<file path="src/rtl/mem_copy_dma.sv">
// Word-by-word memory-to-memory copy engine. It reads src+i, then writes the
// captured word to dst+i, and repeats until len words have been moved.
module mem_copy_dma #(
  parameter int LEN_W = 12
) (
  input  logic             clk,
  input  logic             rst,
  input  logic             start,
  input  logic [31:0]      src,
  input  logic [31:0]      dst,
  input  logic [LEN_W-1:0] len,
  output logic             busy,
  output logic             done,
  output logic [LEN_W-1:0] words,
  output logic [31:0]      adr,
  output logic [31:0]      data,
  output logic             memread,
  output logic             memwrite,
  input  logic [31:0]      memout
);

  typedef enum logic [1:0] {IDLE, READ, WRITE, DONE} state_t;

  state_t           state, state_nx;
  logic [31:0]      src_r, dst_r, buf_r;
  logic [LEN_W-1:0] len_r, idx, words_r;
  logic             last;

  // idx never exceeds len-1, so idx+1 always fits in LEN_W bits.
  assign last  = (LEN_W'(idx + 1'b1) == len_r);
  assign words = words_r;

  // NOTE: every register in the clocked block uses <=, so all of them see
  // pre-edge values regardless of statement order.
  always_ff @(posedge clk or posedge rst) begin
    if (rst) begin
      state   <= IDLE;
      src_r   <= '0;
      dst_r   <= '0;
      len_r   <= '0;
      idx     <= '0;
      words_r <= '0;
      buf_r   <= '0;
    end else begin
      state <= state_nx;
      case (state)
        IDLE: if (start) begin
          src_r   <= src;
          dst_r   <= dst;
          len_r   <= len;
          idx     <= '0;
          words_r <= '0;
        end
        READ:  buf_r <= memout;
        WRITE: begin
          idx     <= idx + 1'b1;
          words_r <= words_r + 1'b1;
        end
        default: ;
      endcase
    end
  end

  // Strobes decode straight from state, so an async reset drops memwrite
  // before the commit edge of an in-flight write.
  always_comb begin
    // NOTE: defaults first keep every output assigned on every path (no latches).
    state_nx = state;
    adr      = '0;
    data     = '0;
    memread  = 1'b0;
    memwrite = 1'b0;
    busy     = (state != IDLE);
    done     = (state == DONE);
    case (state)
      IDLE: if (start) state_nx = (len == '0) ? DONE : READ;
      READ: begin
        adr      = src_r + 32'(idx);
        memread  = 1'b1;
        state_nx = WRITE;
      end
      WRITE: begin
        adr      = dst_r + 32'(idx);
        data     = buf_r;
        memwrite = 1'b1;
        state_nx = last ? DONE : READ;
      end
      DONE: state_nx = IDLE;
      default: state_nx = IDLE;
    endcase
  end

endmodule

</file>
<file path="config.mk">
export PLATFORM = sky130hd
export DESIGN_NAME = mem_copy_dma
export DESIGN_NICKNAME = d
export VERILOG_FILES = /design/src/rtl/mem_copy_dma.sv
export SDC_FILE = /design/constraint.sdc
export NUM_CORES = 1
export LEC_CHECK = 0
export ABC_AREA = 1
export BUFFER_PORTS_ARGS = -buffer_cell sky130_fd_sc_hd__buf_2
export CAP_MARGIN = 20
export CORE_MARGIN = 2
export CORE_UTILIZATION = 45
export DETAILED_ROUTE_END_ITERATION = 8
export GPL_ROUTABILITY_DRIVEN = 0
export PLACE_DENSITY = 0.73
export SYNTH_ARGS = -nofsm -noshare
export SYNTH_HDL_FRONTEND = slang
export SYNTH_SLANG_ARGS = --single-unit
</file>
<file path="constraint.sdc">
create_clock -name clk -period 4.5 [get_ports clk]
set_input_delay 0.45 -clock clk [delete_from_list [all_inputs] [get_ports clk]]
set_output_delay 0.45 -clock clk [all_outputs]
set_load 0.005 [all_outputs]
</file>
==> summary.txt <==
Synth warnings - 0
Drt pass-1 iters - 5
Routed len/inst - 13.8 um
Cell taking the most area after synthesis - dfrtp_1
Clock-pin slew on the worst setup and hold paths - 0.06 ns
CTS Buf Count - 17
CP bufs+invs - 4
CP Launch Type - flip-flop
# fillers - 1583
Number of flops mapped to enable cells by yosys - 0
Status - complete, no violations
CTS max path bufs - 2
Fraction of layout cells with a size suffix above 1 - 0.210
CTS hold repair buffers - 0
DR vias - 7336
Synthesis-stage register bit count - 134
IO Count - 191
Worst Hold Class - input pin to flip-flop
Maxcap violations - 0
Fin Setup TNS - 0 ns
CP Data Arrival Time - 3.55 ns
Worst reg-to-reg path cell count - 11
Max_slew headroom - 0.323
Setup slack, reg-to-reg - 1.96 ns
Hold EP - src_r[27]
Final hold viol count - 0
Delay-heaviest family, CP - adder cells
Netlist Area Pre-Place - 7570 um^2
Min cycle time layout - 4.00 ns
Initial antenna violation count - 1
Cell variety after synth - 39
1st-iter DRT viols - 471
Leakage - 5.11 nW
RSZ-0062 raised after global routing - false
Final setup fails - 0
GR Util All Layers - 0.230
Worst-Margin Slew - 1.01 ns
CP Data Required Time - 4.05 ns
Slew Viols, Final - 0
Largest net degree at the start of global routing - 76
First-pass GRT wire length - 32800 um
Crit share post-route - 0.890
Layout Skew - 0.00868 ns
Pwr/cell area - 605 nW/um^2
CTS tree - built
Peak VDD IR - 0.312 mV
FF-to-FF End - words[8]
Root Driver - clkbuf_16
Layout Nets - 1375
CP max-delay cell - dfrtp_1
Vias in the first global route - 6795
Kind of critical path - flip-flop to primary output
Crit-path max cell delay - 0.40 ns
Die area - 17900 um^2
ANT nets after route - 0
# rows - 47
Die X - 134 um
Die Y - 134 um
Worst-skew pair later-pin latency - 0.42 ns
Post-synth top cells - 418 x nand2_1, 134 x dfrtp_1, 131 x inv_1
Min-delay src - src[27]
Critical R2R Launch - state[0]
Layout overhead on the synthesized area - 22.2%
Leading cell type by number of instances after synthesis - nand2_1
Hold Crit Depth - 3
Congestion Overflow GR - 0
Post-DP HPWL - 14900 um
Port bufs - 190
DRC - 0
Final hold slack - 0.228 ns
Post-Syn Area per Cell - 7.11 um^2
Gate Count Post-Synth - 1065
Clock sinks - 134
Post-synth top area share - 0.443
Post-CTS Setup Bufs - 0
Top cells by area, synth - dfrtp_1 44%, nand2_1 21%, inv_1 6.5%
Post-synth ARST share - 1.00
Cts repair resizes - 0
Cells along the critical path - inv_1, ha_4, buf_4, o21ai_0, ha_1, nand2_1, o21ai_0, a21oi_1, nand2_1, nand2_1, inv_2, nand2_1, nand2_1, nand2_1, nor2_1, buf_2
Crit-path max FO - 32
Final wirelength - 20300 um
CTS H-tree lvls - 4
Syn Nets - 1197
Max Freq - 0.250 GHz
Most used cell along the critical path - nand2_1
Vias per std cell - 4.97
Crit. End Element - primary output
Seq/Total Area, Yosys - 0.443
CORE AREA - 16500 um^2
Ant diodes - 0
Initial Utilization - 0.458
Ys flop type - dfrtp_1
-- worst reg2reg max path, cell delays in order, from the launching register on --
cell	delay, ns
dfrtp_1	0.40
inv_1	0.15
ha_4	0.36
buf_4	0.39
nand2_2	0.12
nand2_4	0.19
nand3_1	0.12
nor2_1	0.19
inv_1	0.10
nor3_1	0.22
a21oi_1	0.10
nor3_1	0.14
-- flip-flops by register name (all words and copies together) (netlist names) --
| name | count |
|---|---|
| idx | 12 |
| dst_r | 32 |
| len_r | 12 |
| words | 12 |
| buf_r | 32 |
| src_r | 32 |
| state | 2 |
-- how the worst max path moves through the flow --
stage,startpoint,to,slack (ns),cells after the start
6_report,state[0],adr[28],0.50,16
5_1_grt,state[0],adr[26],0.20,15
4_1_cts,state[0],adr[28],0.47,16
3_5_place_dp,state[0],adr[28],0.91,16
3_3_place_gp,state[0],adr[30],1.09,15
2_1_floorplan,rst,buf_r[0],0.47,1
-- where the power goes --
part / switching (mW) / internal [mW] / leakage, nW
Clock: 0.519 / 0.769 / 0.268
Sequential: 0.257 / 1.70 / 1.69
Combinational: 1.54 / 0.807 / 3.16
-- layout by cell type, fill, tap and decap left out, drive strengths merged, types with 2 or more instances in the layout --
| master | instances |
|---|---|
| o21ai | 115 |
| o21a | 2 |
| xnor2 | 4 |
| nor3b | 3 |
| and3 | 2 |
| clkinvlp | 3 |
| clkbuf | 19 |
| nand3b | 2 |
| ha | 20 |
| o22ai | 5 |
| nor3 | 20 |
| nand4 | 6 |
| buf | 197 |
| xor2 | 3 |
| nor4 | 3 |
| a21oi | 40 |
| clkinv | 10 |
| nand2 | 425 |
| nand3 | 38 |
| nor2 | 64 |
| inv | 134 |
| dfrtp | 134 |
-- per-stage QoR --
stage                     setup slack (ns)  power, mW  area, um^2  instances  utilization
after floorplan                      0.467       3.54        7570       1065            -
after detailed placement             0.909       4.31        8700       1444        0.526
after CTS                            0.470       5.62        9250       1476        0.560
after global routing                 0.198       6.05        9250       1476        0.560
final                                0.497       5.60        9250       1476        0.560
after global placement                1.09       4.25        8700       1444        0.526
-- layout make-up --
| type | count | area [um^2] | area share |
|---|---|---|---|
| flip-flops and latches | 134 | 3350 | 0.363 |
| inverters | 135 | 509 | 0.0551 |
| repair buffers | 197 | 1020 | 0.110 |
| clock inverters | 13 | 109 | 0.0118 |
| multi-input cells | 758 | 3540 | 0.383 |
| well taps | 220 | 275 | 0.0298 |
| clock buffers | 19 | 443 | 0.0479 |
-- cells by family (layout without fill, tap and decap cells) --
kind of cell / after synthesis / count (layout) / synth area share
buffers and inverters: 173 / 364 / 0.0910
AOI/OAI and AO/OA: 167 / 167 / 0.120
and+or+nand+nor: 563 / 563 / 0.302
xor gates and xnor gates: 7 / 7 / 0.00810
adders and majority gates: 21 / 21 / 0.0357
DFF: 134 / 134 / 0.443
-- metal layers --
| metal | part of all wire | global-route usage |
|---|---|---|
| met5 | 0 | 0 |
| met3 | 0.052 | 0.0415 |
| met1 | 0.45 | 0.312 |
| met4 | 0.023 | 0.0898 |
| met2 | 0.47 | 0.366 |
No activity file was read; power rests on OpenSTA's default activity.
